### config.mk
export PLATFORM = sky130hd
export DESIGN_NAME = apb_gpio_irq
export DESIGN_NICKNAME = d
export VERILOG_FILES = /design/src/rtl/apb_gpio_pkg.sv /design/src/rtl/gpio_pin_in.sv /design/src/rtl/apb_gpio_irq.sv
export SDC_FILE = /design/constraint.sdc
export NUM_CORES = 1
export LEC_CHECK = 0
export CAP_MARGIN = 25
export CORE_MARGIN = 5
export CORE_UTILIZATION = 47
export DETAILED_ROUTE_END_ITERATION = 10
export PLACE_DENSITY = 0.81
export SYNTH_ARGS = -nofsm -noshare
export SYNTH_HDL_FRONTEND = slang
export SYNTH_SLANG_ARGS = --single-unit
### constraint.sdc
create_clock -name pclk -period 2.9 [get_ports pclk]
set_input_delay 0.58 -clock pclk [delete_from_list [all_inputs] [get_ports pclk]]
set_output_delay 0.58 -clock pclk [all_outputs]
set_load 0.02 [all_outputs]
### src/rtl/apb_gpio_pkg.sv
// Register map shared by the APB GPIO controller and its per-pin input slices.
package apb_gpio_pkg;
    localparam int MAX_GPIO_W = 32;

    localparam logic [7:0] OFS_OUT     = 8'h00;
    localparam logic [7:0] OFS_DIR     = 8'h04;
    localparam logic [7:0] OFS_IN      = 8'h08;
    localparam logic [7:0] OFS_OUT_SET = 8'h0C;
    localparam logic [7:0] OFS_OUT_CLR = 8'h10;
    localparam logic [7:0] OFS_OUT_TGL = 8'h14;
    localparam logic [7:0] OFS_IRQ_EN  = 8'h18;
    localparam logic [7:0] OFS_RISE_EN = 8'h1C;
    localparam logic [7:0] OFS_FALL_EN = 8'h20;
    localparam logic [7:0] OFS_STAT    = 8'h24;
endpackage

### src/rtl/gpio_pin_in.sv
// One GPIO input slice: synchroniser, optional debounce filter (GPIO_DEBOUNCE_EN),
// previous-value flop and qualified rise/fall event outputs.
module gpio_pin_in
    import apb_gpio_pkg::*;
#(
    parameter int SYNC_STAGES = 2
`ifdef GPIO_DEBOUNCE_EN
    ,
    parameter int DB_CYCLES   = 16
`endif
) (
    input  logic pclk,
    input  logic presetn,
    input  logic pin,
    input  logic rise_en,
    input  logic fall_en,
    output logic level,
    output logic rise,
    output logic fall
);
    logic [SYNC_STAGES-1:0] sync_p0;
    logic                   s;
    logic                   prev_p2;

    // Stage 0: metastability chain, oldest sample at the top bit
    always_ff @(posedge pclk or negedge presetn) begin
        if (!presetn) sync_p0 <= '0;
        else          sync_p0 <= {sync_p0[SYNC_STAGES-2:0], pin};
    end

    assign s = sync_p0[SYNC_STAGES-1];

`ifdef GPIO_DEBOUNCE_EN
    localparam logic [15:0] DB_LAST = 16'(DB_CYCLES - 1);

    logic [15:0] db_cnt;
    logic        level_p1;

    // Stage 1: accept a new level only after it has held for DB_CYCLES samples
    always_ff @(posedge pclk or negedge presetn) begin
        if (!presetn) begin
            db_cnt   <= '0;
            level_p1 <= 1'b0;
        end else if (s == level_p1) begin
            db_cnt <= '0;
        end else if (db_cnt == DB_LAST) begin
            db_cnt   <= '0;
            level_p1 <= s;
        end else begin
            db_cnt <= db_cnt + 16'd1;
        end
    end

    assign level = level_p1;
`else
    assign level = s;
`endif

    // Stage 2: previous value for edge detection
    always_ff @(posedge pclk or negedge presetn) begin
        if (!presetn) prev_p2 <= 1'b0;
        else          prev_p2 <= level;
    end

    assign rise = level & ~prev_p2 & rise_en;
    assign fall = ~level & prev_p2 & fall_en;
endmodule

### src/rtl/apb_gpio_irq.sv
// APB GPIO controller with atomic output updates and sticky W1C edge interrupts.
// Optional input debounce is built when GPIO_DEBOUNCE_EN is defined.
module apb_gpio_irq
    import apb_gpio_pkg::*;
#(
    parameter int GPIO_W      = 8,
    parameter int SYNC_STAGES = 2,
    parameter int DB_CYCLES   = 16
) (
    input  logic              pclk,
    input  logic              presetn,
    input  logic              psel,
    input  logic              penable,
    input  logic              pwrite,
    input  logic [31:0]       paddr,
    input  logic [31:0]       pwdata,
    output logic [31:0]       prdata,
    output logic              pready,
    output logic              pslverr,
    input  logic [GPIO_W-1:0] gpio_in,
    output logic [GPIO_W-1:0] gpio_out,
    output logic [GPIO_W-1:0] gpio_oe,
    output logic              irq
);
    if (GPIO_W < 1 || GPIO_W > MAX_GPIO_W || SYNC_STAGES < 2 || SYNC_STAGES > 4 ||
        DB_CYCLES < 2 || DB_CYCLES > 65535) begin : g_bad_param
        $error("apb_gpio_irq: parameter out of range");
    end

    localparam int ARM_LAST = SYNC_STAGES + 1;

    logic [7:0]        ofs;
    logic              ofs_ok;
    logic              wr_en;
    logic [GPIO_W-1:0] wdata;
    logic [GPIO_W-1:0] out_q, dir_q, irq_en_q, rise_en_q, fall_en_q, stat_q;
    logic [GPIO_W-1:0] in_val, rise_ev, fall_ev, stat_clr, rd_val;
    logic [2:0]        arm_cnt;
    logic              armed;
    logic              unused_bits;

    assign ofs         = paddr[7:0];
    assign wdata       = pwdata[GPIO_W-1:0];
    assign unused_bits = ^{paddr[31:8], pwdata};

    // Misaligned offsets never match an entry, so they fall out as errors here.
    always_comb begin
        ofs_ok = 1'b0;
        case (ofs)
            OFS_OUT, OFS_DIR, OFS_IN, OFS_OUT_SET, OFS_OUT_CLR, OFS_OUT_TGL,
            OFS_IRQ_EN, OFS_RISE_EN, OFS_FALL_EN, OFS_STAT: ofs_ok = 1'b1;
            default:                                        ofs_ok = 1'b0;
        endcase
    end

    assign wr_en   = psel & penable & pwrite & ofs_ok;
    assign pslverr = psel & penable & ~ofs_ok;
    assign pready  = 1'b1;

    always_ff @(posedge pclk or negedge presetn) begin
        if (!presetn) begin
            out_q     <= '0;
            dir_q     <= '0;
            irq_en_q  <= '0;
            rise_en_q <= '0;
            fall_en_q <= '0;
        end else if (wr_en) begin
            case (ofs)
                OFS_OUT:     out_q     <= wdata;
                OFS_DIR:     dir_q     <= wdata;
                OFS_OUT_SET: out_q     <= out_q | wdata;
                OFS_OUT_CLR: out_q     <= out_q & ~wdata;
                OFS_OUT_TGL: out_q     <= out_q ^ wdata;
                OFS_IRQ_EN:  irq_en_q  <= wdata;
                OFS_RISE_EN: rise_en_q <= wdata;
                OFS_FALL_EN: fall_en_q <= wdata;
                default:     ;
            endcase
        end
    end

    // Holds off event capture until the synchronisers have flushed reset values
    always_ff @(posedge pclk or negedge presetn) begin
        if (!presetn)   arm_cnt <= '0;
        else if (!armed) arm_cnt <= arm_cnt + 3'd1;
    end

    assign armed    = (arm_cnt == 3'(ARM_LAST));
    assign stat_clr = (wr_en && ofs == OFS_STAT) ? wdata : '0;

    // New events are ORed after the clear so a coincident event survives the W1C.
    always_ff @(posedge pclk or negedge presetn) begin
        if (!presetn) stat_q <= '0;
        else          stat_q <= (stat_q & ~stat_clr) | (armed ? (rise_ev | fall_ev) : '0);
    end

    always_comb begin
        rd_val = '0;
        if (psel && !pwrite) begin
            case (ofs)
                OFS_OUT:     rd_val = out_q;
                OFS_DIR:     rd_val = dir_q;
                OFS_IN:      rd_val = in_val;
                OFS_IRQ_EN:  rd_val = irq_en_q;
                OFS_RISE_EN: rd_val = rise_en_q;
                OFS_FALL_EN: rd_val = fall_en_q;
                OFS_STAT:    rd_val = stat_q;
                default:     rd_val = '0;
            endcase
        end
        prdata               = '0;
        prdata[GPIO_W-1:0]   = rd_val;
    end

    for (genvar i = 0; i < GPIO_W; i++) begin : g_pin
        gpio_pin_in #(
            .SYNC_STAGES(SYNC_STAGES)
`ifdef GPIO_DEBOUNCE_EN
            ,
            .DB_CYCLES  (DB_CYCLES)
`endif
        ) u_pin (
            .pclk    (pclk),
            .presetn (presetn),
            .pin     (gpio_in[i]),
            .rise_en (rise_en_q[i]),
            .fall_en (fall_en_q[i]),
            .level   (in_val[i]),
            .rise    (rise_ev[i]),
            .fall    (fall_ev[i])
        );
    end

    assign gpio_out = out_q;
    assign gpio_oe  = dir_q;
    assign irq      = |(stat_q & irq_en_q);
endmodule
==> impl_metrics.sql <==
INSERT INTO impl_metrics (metric_group, metric, value, unit) VALUES
('clock_tree', 'cts.sink_count', '75', ''),
('detailed_routing', 'viasPerCell', '5.73', ''),
('timing', 'maxSlewHeadroom', '0.641', ''),
('setup_path', 'path_class', 'in2out', ''),
('die', 'floorplan.rows', '34', ''),
('global_routing', 'globalRouteOverflowTotal', '0', ''),
('layout', 'area_delta_synth_final', '30.7', '%'),
('detailed_routing', 'drt_iter0_markers', '198', ''),
('timing', 'setup_ws', '0.0320', 'ns'),
('logic_synthesis', 'postSynthRegisterBits', '75', ''),
('global_routing', 'grt_use_total', '0.202', ''),
('logic_synthesis', 'synth-edff-count', '0', ''),
('timing', 'fin_crit', '2.87', 'ns'),
('power_and_ir_drop', 'vdd_ir_drop_max', '0.000294', 'V'),
('clock_tree', 'ctsLongestPathBuffers', '2', ''),
('die', 'die_area', '0.0108', 'sq mm'),
('power_and_ir_drop', 'powerDensity', '425', 'mW/mm^2'),
('global_routing', 'antenna_found_initial', '0', ''),
('placement', 'placed_insts', '552', ''),
('die', 'io_pins', '128', ''),
('layout', 'post_route_cells_drive_above_1_share', '0.333', ''),
('outcome', 'outcome', 'finished clean', ''),
('hold_path', 'holdCritPathClass', 'reg2reg', ''),
('logic_synthesis', 'async_reset_ff_frac', '1.00', ''),
('placement', 'dp_hpwl', '7810', 'um'),
('run', 'max_capacitance_violation_count', '0', ''),
('setup_path', 'crit-reg2reg-capture', 'gpio_out[6]', ''),
('setup_path', 'critical_path_buf_inv_count', '3', ''),
('clock_tree', 'root_buffer_selected_by_cts', 'sky130_fd_sc_hd__clkbuf_8', ''),
('logic_synthesis', 'synthDistinctLibCells', '45', ''),
('clock_tree', 'worstSkewPairLatency', '0.35', 'ns'),
('detailed_routing', 'drc', '0', ''),
('logic_synthesis', 'synthTopCellsByArea', 'sky130_fd_sc_hd__dfrtp_1, sky130_fd_sc_hd__mux2_2, sky130_fd_sc_hd__ha_1', ''),
('power_and_ir_drop', 'leakage', '2.49', 'nW'),
('setup_path', 'ff2ff_path_depth', '6', ''),
('timing', 'slew_violations', '0', ''),
('setup_path', 'longest_individual_stage_delay_on_the_worst_path', '0.57', 'ns'),
('logic_synthesis', 'synthesis.area_per_instance', '11.7', 'sq um'),
('die', 'fp.dieH', '104', 'um'),
('logic_synthesis', 'netlist.area_leader.share', '0.455', ''),
('layout', 'fin_util', '0.625', ''),
('timing', 'worst_hold_slack', '0.352', 'ns'),
('clock_tree', 'clkTransAtPathRegs', '0.08', 'ns'),
('setup_path', 'critical_path.reg2reg.startpoint', 'gpio_out[6]', ''),
('setup_path', 'cpLargestDelayFamily', 'simple AND/OR/NAND/NOR gates', ''),
('setup_path', 'cp_capture_type', 'output pin', ''),
('detailed_routing', 'drt.antenna.violating_nets', '0', ''),
('placement', 'placement.io_buffers', '54', ''),
('logic_synthesis', 'synth.yosys.seq_area_share', '0.455', ''),
('global_routing', 'grt_pass1_wl', '17300', 'um'),
('detailed_routing', 'detailroute.via_count', '3274', ''),
('setup_path', 'critical_path.startpoint_type', 'input port', ''),
('layout', 'antenna_cells_inserted', '0', ''),
('setup_path', 'startpoint', 'paddr[7]', ''),
('logic_synthesis', 'yosysMostFrequentCell', 'sky130_fd_sc_hd__dfrtp_1', ''),
('logic_synthesis', 'syn-cell-area', '0.00413', 'sq mm'),
('clock_tree', 'htree_num_levels', '3', ''),
('timing', 'report.final.hold_viol_count', '0', ''),
('layout', 'final_cell_area', '0.00539', 'sq mm'),
('logic_synthesis', 'postSynthCellCount', '353', ''),
('placement', 'detailedPlace.worstSlack', '-0.922', 'ns'),
('setup_path', 'rrSetupSlack', '1.08', 'ns'),
('die', 'die_width', '104', 'um'),
('timing', 'worstMarginPinSlew', '0.539', 'ns'),
('setup_path', 'worst-endpoint-arrival', '2.29', 'ns'),
('logic_synthesis', 'synth.cells.most_frequent', 'sky130_fd_sc_hd__dfrtp_1, sky130_fd_sc_hd__mux2_2, sky130_fd_sc_hd__buf_4, sky130_fd_sc_hd__nand2_1, sky130_fd_sc_hd__inv_1', ''),
('die', 'core_region_area', '0.00864', 'sq mm'),
('global_routing', 'grt_pass1_vias', '3397', ''),
('placement', 'gp_routability_congestion', '0.882', ''),
('logic_synthesis', 'ys_warn_count', '0', ''),
('clock_tree', 'cts_inserted_buffers', '9', '');
==> worst reg2reg max path, stage by stage, from the launching register on <==
cell and delay [ns]:
sky130_fd_sc_hd__dfrtp_1 0.43, sky130_fd_sc_hd__inv_1 0.09, sky130_fd_sc_hd__ha_1 0.18, sky130_fd_sc_hd__or4b_2 0.61, sky130_fd_sc_hd__o21ai_0 0.17, sky130_fd_sc_hd__a222oi_1 0.13, sky130_fd_sc_hd__mux2i_1 0.13
==> metrics by stage <==
stage               power, W  TNS [ns]
floorplan            0.00134         0
global placement     0.00147     -7.42
detailed placement   0.00149     -8.31
CTS                  0.00229         0
global route         0.00238    -0.118
finish               0.00229         0
==> placed cells by master, fill, tap and decap left out, types with 6 or more instances in the layout <==
master	netlist	layout
sky130_fd_sc_hd__o21ai_0	10	10
sky130_fd_sc_hd__mux2i_1	8	8
sky130_fd_sc_hd__clkbuf_8	0	9
sky130_fd_sc_hd__a22oi_2	0	6
sky130_fd_sc_hd__clkdlybuf4s50_1	0	39
sky130_fd_sc_hd__mux2_2	40	40
sky130_fd_sc_hd__nand3b_1	12	12
sky130_fd_sc_hd__conb_1	2	25
sky130_fd_sc_hd__a22o_1	13	13
sky130_fd_sc_hd__inv_1	20	20
sky130_fd_sc_hd__mux4_2	7	7
sky130_fd_sc_hd__ha_1	18	18
sky130_fd_sc_hd__nor2_1	8	7
sky130_fd_sc_hd__nand2_1	24	23
sky130_fd_sc_hd__buf_4	26	53
sky130_fd_sc_hd__dfrtp_1	75	75
==> flip-flops by register name, summed over array words and instances (netlist names) <==
| name | count |
|---|---|
| g_pin.u_pin.prev_p2 | 8 |
| arm_cnt | 3 |
| fall_en_q | 8 |
| stat_q | 8 |
| irq_en_q | 8 |
| gpio_oe | 8 |
| gpio_out | 8 |
| rise_en_q | 8 |
| g_pin.u_pin.sync_p0 | 16 |
==> how the worst min path moves through the flow <==
| stage | cells past startpoint | startpoint | slack [ns] | end |
|---|---|---|---|---|
| 2_1_floorplan | 0 | presetn | 0.28 | arm_cnt[0] |
| 3_3_place_gp | 0 | g_pin[0].u_pin.sync_p0[0] | 0.33 | g_pin[0].u_pin.sync_p0[1] |
| 3_5_place_dp | 0 | g_pin[1].u_pin.sync_p0[0] | 0.33 | g_pin[1].u_pin.sync_p0[1] |
| 4_1_cts | 0 | g_pin[1].u_pin.sync_p0[0] | 0.35 | g_pin[1].u_pin.sync_p0[1] |
| 5_1_grt | 0 | g_pin[3].u_pin.sync_p0[0] | 0.36 | g_pin[3].u_pin.sync_p0[1] |
| 6_report | 0 | g_pin[1].u_pin.sync_p0[0] | 0.35 | g_pin[1].u_pin.sync_p0[1] |
==> layer usage <==
layer	part of all wire	GRT usage	vias to the layer above
met5	0	0	-
met4	0.036	0.0944	0
met3	0.089	0.0597	35
met2	0.48	0.316	176
met1	0.40	0.256	1617
li1	-	-	1446
==> what timing repair did <==
| item | 4_1_cts | 5_1_grt |
|---|---|---|
| hold buffers | 0 | 1 |
| pin swaps | 7 | 9 |
| resized for setup | 53 | 14 |
| setup buffers | 0 | 1 |
| endpoints found under the hold margin | 0 | 1 |
| setup endpoints to repair | 9 | 8 |
==> cells by family (layout without fill, tap and decap cells) <==
group / after synthesis / count (layout) / share of synthesized area
xor gates and xnor gates: 2 / 2 / 0.00424
and+or+nand+nor: 80 / 80 / 0.127
muxes: 55 / 55 / 0.167
AOI/OAI and AO/OA: 63 / 63 / 0.113
buffers and inverters: 58 / 145 / 0.0776
other: 2 / 25 / 0.00182
DFF: 75 / 75 / 0.455
adders and majority gates: 18 / 18 / 0.0546
==> power breakdown <==
part | internal (W) | switching, W
Combinational | 0.000164 | 0.000182
Sequential | 0.00109 | 0.0000432
Clock | 0.000403 | 0.000408
Total | 0.00166 | 0.000633
==> layout make-up <==
class / count / area [sq um]
fillers: 634 / 3240
multi-input cells: 243 / 2110
flip-flops and latches: 75 / 1880
repair buffers: 109 / 998
well taps: 108 / 135
clock buffers: 11 / 131
inverters: 20 / 75.1
clock inverters: 5 / 62.6
Power figures use the tool's default switching activity.
==> patch 1 (same flow settings) <==
`SYNC_STAGES` is set to 2 in 2 places; all go to 4.
--- a/src/rtl/gpio_pin_in.sv
+++ b/src/rtl/gpio_pin_in.sv
@@ -4,5 +4,5 @@
     import apb_gpio_pkg::*;
 #(
-    parameter int SYNC_STAGES = 2
+    parameter int SYNC_STAGES = 4
 `ifdef GPIO_DEBOUNCE_EN
     ,
--- a/src/rtl/apb_gpio_irq.sv
+++ b/src/rtl/apb_gpio_irq.sv
@@ -5,5 +5,5 @@
 #(
     parameter int GPIO_W      = 8,
-    parameter int SYNC_STAGES = 2,
+    parameter int SYNC_STAGES = 4,
     parameter int DB_CYCLES   = 16
 ) (
Check against the original RTL: not equivalent (Yosys sat finds a counterexample within 4 cycles, from zero or initial values and one cycle with presetn low).
==> patch 1 against the unedited design <==
  * Power grew 18%
  * Die area rose by 10%
  * Routed wire length increased by 8.5%
  * Critical path type unchanged
  * Non-clock buffer count shrank 13
  * Synthesized area grew 11%
  * Setup slack hardly changed
  * Design area up 9.0%
  * Global-route usage is 0.48 points higher
  * Largest power group unchanged
  * Count of clock-buffer cells in the layout increased by 2
  * Sequential cell count up 16
  * Critical endpoint is now prdata[4]
  * Via count is 7.6% higher
  * Cell count up 9.8%
  * Clock skew grew 0.0042 ns
==> patch 1: results (changes against the unedited design) <==
Power and ir drop
  – Internal Power: 2.02 mW (was 1.66 mW)
  – Pleak: 2.66 nW (was 2.49 nW)
  – Clk pwr share: 37.0% (was 35.3%)
  – Switching power: 0.684 mW (was 0.633 mW)
  – Max IR drop VDD: 0.271 mV (was 0.294 mV)

Placement
  – RePlAce Congestion: 0.875 (was 0.882)
  – Placed inst area: 5440 µm² (was 5070 µm²)
  – Pre-CTS setup slack: -0.871 ns (was -0.922 ns)
  – Port Buf Inserts: 54 (unchanged)
  – Post-DP HPWL: 8070 µm (was 7810 µm)

Global routing
  – GRT Total Usage: 20.6% (was 20.2%)
  – First-pass GRT wire length: 18500 µm (was 17300 µm)
  – Largest net degree at the start of global routing: 58 (was 76)

Route
  – Routed len/inst: 19.1 µm (was 19.3 µm)
  – Initial drt markers: 261 (was 198)
  – Via density per instance: 5.62 (was 5.73)

Synth
  – Register area share after synthesis: 49.7% (was 45.5%)
  – Post-synth cell types: 48 (was 45)
  – Commonest cells post-synth: 91 x dfrtp_1, 33 x a21oi_1, 33 x nand2_1 (was 75 x dfrtp_1, 40 x mux2_2, 26 x buf_4)
  – Synth area leaders: dfrtp_1 50%, mux2_2 6.9%, ha_1 4.9% (was dfrtp_1 45%, mux2_2 11%, ha_1 5.5%)

Layout
  – Share of cells above drive strength 1: 28.1% (was 33.3%)
  – Post-Layout Cell Count: 627 (was 571)
  – Largest Register: g_pin.u_pin.sync_p0 (unchanged)
  – Max FFs per register: 32 (was 16)
  – Fin nets: 584 (was 553)

Setup path
  – Crit-path max FO: 8 (was 5)
  – Flop-to-flop setup slack: 1.46 ns (was 1.08 ns)

Timing
  – WHS: 0.159 ns (was 0.352 ns)
  – Slew @ Worst Pin: 0.523 ns (was 0.539 ns)

Hold path
  – Hold Path Class: input port to async pin (was register to register)

CTS
  – Post-CTS sizing: 76 (was 53)
  – Setup Buffers After CTS: 1 (was 0)

Run status
  – Outcome: finished clean (unchanged)
==> patch 1: area by class of cell <==
class                      instances  area, µm²
clock buffer                      13        169
clock inverter                     3       68.8
fill                             766       3760
inverter                          18       67.6
multi-input combinational        273       2230
sequential                        91       2280
tap                              133        166
timing repair buffer              96        905
==> patch 1: metal layers <==
layer	track usage (%)	vias up	part of all wire, %
met5	0	-	0
met2	32.1	180	48
met4	10.3	0	2.7
met3	5.39	29	8.0
met1	26.8	1750	42
li1	-	1565	-
==> patch 1: worst max path at each step <==
| stage | from | end | slack (ns) | cells past startpoint |
|---|---|---|---|---|
| 6_report | paddr[7] | prdata[4] | 0.03 | 7 |
| 5_1_grt | paddr[7] | prdata[4] | -0.04 | 7 |
| 4_1_cts | paddr[0] | prdata[6] | 0.003 | 7 |
| 3_5_place_dp | paddr[1] | prdata[1] | -0.87 | 6 |
| 3_3_place_gp | paddr[1] | prdata[1] | -0.85 | 6 |
| 2_1_floorplan | paddr[1] | prdata[3] | 0.13 | 5 |
==> patch 1: worst register-to-register path, cell delays in order, from the launching register on <==
cell and delay (ns):
dfrtp_1 0.41, inv_1 0.10, ha_1 0.28, mux2i_1 0.17
o32ai_1 0.09, a21oi_1 0.17, a21oi_1 0.10
==> patch 1: cell families (layout without fill, tap and decap cells) <==
| kind of cell | Yosys count | after routing | synth area share (%) |
|---|---|---|---|
| compound gates | 81 | 81 | 11.1 |
| xor+xnor | 2 | 2 | 0.382 |
| fa+ha+maj | 18 | 18 | 4.91 |
| buf+inv | 59 | 130 | 7.50 |
| flops | 91 | 91 | 49.7 |
| mux | 56 | 56 | 14.0 |
| other cells | 2 | 25 | 0.164 |
| simple gates | 91 | 91 | 12.3 |
==> patch 2 (same settings) <==
Without the edit above. Put a register stage on the outputs `pslverr` and `irq`. The values now appear one clock later. The other outputs are not delayed to match.
--- a/src/rtl/apb_gpio_irq.sv
+++ b/src/rtl/apb_gpio_irq.sv
@@ -55,5 +55,4 @@
 
     assign wr_en   = psel & penable & pwrite & ofs_ok;
-    assign pslverr = psel & penable & ~ofs_ok;
     assign pready  = 1'b1;
 
@@ -134,4 +133,7 @@
     assign gpio_out = out_q;
     assign gpio_oe  = dir_q;
-    assign irq      = |(stat_q & irq_en_q);
+    always_ff @(posedge pclk) begin
+        pslverr <= psel & penable & ~ofs_ok;
+        irq     <= |(stat_q & irq_en_q);
+    end
 endmodule
Behaviour: not the same (Yosys sat finds a counterexample within 4 cycles, from zero or initial values and one cycle with presetn low).
==> patch 2 against the unedited design <==
  * Synthesized area rose by 3.6%
  * Power up 0.23%
  * Non-clock buffer count is 9 lower
  * Sequential cell count grew 2
  * Cell count increased by 0.70%
  * Setup slack better by 0.034 ns
  * Combinational power is 11% lower
  * Routed wire length fell by 2.5%
  * Synthesized cell count up 4.5%
  * Design area decreased by 1.7%
  * Largest cell class unchanged
==> patch 2: results (changes against the unedited design) <==
Run status
  – Outcome: finished clean (unchanged)

Synth
  – Register area share after synthesis: 44.8% (was 45.5%)
  – Synth area leaders: dfrtp_1 44%, mux2_1 6.3%, ha_1 5.3% (was dfrtp_1 45%, mux2_2 11%, ha_1 5.5%)
  – Post-synth cell types: 52 (was 45)
  – Synth async-reset ratio: 97.4% (was 100%)
  – Commonest cells post-synth: 75 x dfrtp_1, 27 x buf_4, 24 x mux2_1 (was 75 x dfrtp_1, 40 x mux2_2, 26 x buf_4)

Global routing
  – Vias in the first global route: 3413 (was 3397)
  – GRT Total Usage: 19.9% (was 20.2%)
  – First-pass GRT wire length: 17600 µm (was 17300 µm)
  – Met2 usage: 31.8% (was 31.6%)
  – GR Util met1: 26.1% (was 25.6%)
  – GRT met3 Usage: 4.40% (was 5.97%)

CTS
  – Clock latency on the worst-skew pair: 0.35 ns (about the same)
  – Post-CTS sizing: 50 (was 53)
  – Setup Buffers After CTS: 6 (was 0)

Route
  – Met2 WL: 4990 µm (was 5250 µm)
  – Detailed-route via count: 3305 (was 3274)
  – Initial drt markers: 312 (was 198)
  – Top Layer Used: met4 (unchanged)
  – DR pass1 iterations: 4 (was 5)
  – Final WL: 10800 µm (was 11000 µm)

Placement
  – Post-DP HPWL: 7750 µm (was 7810 µm)
  – RePlAce Congestion: 0.887 (was 0.882)
  – Pre-CTS setup slack: -0.629 ns (was -0.922 ns)

Power and ir drop
  – Pleak: 2.46 nW (was 2.49 nW)
  – Clk. pwr: 0.861 mW (was 0.810 mW)
  – Internal Power: 1.72 mW (was 1.66 mW)
  – Max IR drop VDD: 0.227 mV (was 0.294 mV)
  – Switching power: 0.575 mW (was 0.633 mW)

Setup path
  – Crit-path max FO: 4 (was 5)
  – Crit. Startpoint: paddr[2] (was paddr[7])
  – R2R Path Start: arm_cnt[0]$_DFFE_PN0N_ (was gpio_out[6]$_DFFE_PN0P_)
  – Crit path largest cell delay: 0.36 ns (was 0.57 ns)
  – Worst EP arrival: 2.25 ns (was 2.29 ns)
  – CP delay by family, top: buffers and inverters (was simple AND/OR/NAND/NOR gates)
  – Slowest CP cell: nor4bb_2 (was or4_4)

Timing
  – Slew margin rel.: 39.4% (was 64.1%)
  – Worst Skew: 0.00980 ns (was 0.00761 ns)

Layout
  – Share of cells above drive strength 1: 23.6% (was 33.3%)
  – Fin nets: 557 (was 553)

Hold path
  – Hold path start: g_pin[4].u_pin.sync_p0[0]$_DFF_PN0_ (was g_pin[1].u_pin.sync_p0[0]$_DFF_PN0_)
patch 2: cell types whose count changed after synthesis, sizes merged, moves of 5 or more:
cell    unedited run  this run
a22o              13         2
nor2b              3        11
o21ai             11        20
a221oi             3         8
nor3               2        14
nor2              10         2
mux2i              8        19
mux4               7         2
buf               31        37
patch 2: final timing paths:
path | to | slack [ns] | cells after the start
setup / recovery | prdata[0] | 0.07 | 8
hold / removal | g_pin[4].u_pin.sync_p0[1]$_DFF_PN0_ | 0.34 | 0
setup reg to reg | arm_cnt[1]$_DFFE_PN0N_ | 1.32 | 3
hold reg to reg | g_pin[4].u_pin.sync_p0[1]$_DFF_PN0_ | 0.34 | 0
max in group asynchronous | stat_q[6]$_DFF_PN0_ | 1.95 | 1
min in group asynchronous | stat_q[1]$_DFF_PN0_ | 0.37 | 1
patch 2: kinds of logic after synthesis:
| logic type | share of synthesized area, % |
|---|---|
| simple gates | 12.7 |
| flops | 44.8 |
| compound gates | 12.5 |
| mux | 15.8 |
| buf+inv | 8.34 |
| fa+ha+maj | 5.27 |
| other cells | 0.176 |
| xor+xnor | 0.410 |
patch 2: layout make-up:
cell class                 count  area [µm²]
tap                          108         135
clock inverter                 5        75.1
sequential                    77        1920
inverter                      19        71.3
fill                         681        3500
multi-input combinational    255        2120
clock buffer                  11         131
timing repair buffer         100         853
patch 2: worst register-to-register path, cell delays in order, from the launching register on:
cell	delay, ns
dfrtp_1	0.37
ha_1	0.16
ha_1	0.53
mux2_2	0.41
patch 2: through the flow:
step	instances	util, %	hold slack [ns]	area, µm²	setup TNS, ns
global placement	553	57.3	0.332	5050	-4.59
detailed placement	553	57.3	0.335	5050	-4.73
finish	575	60.2	0.341	5300	0
floorplan	392	-	0.284	4360	0
CTS	575	60.1	0.345	5300	0
global route	575	60.2	0.362	5300	-0.00276
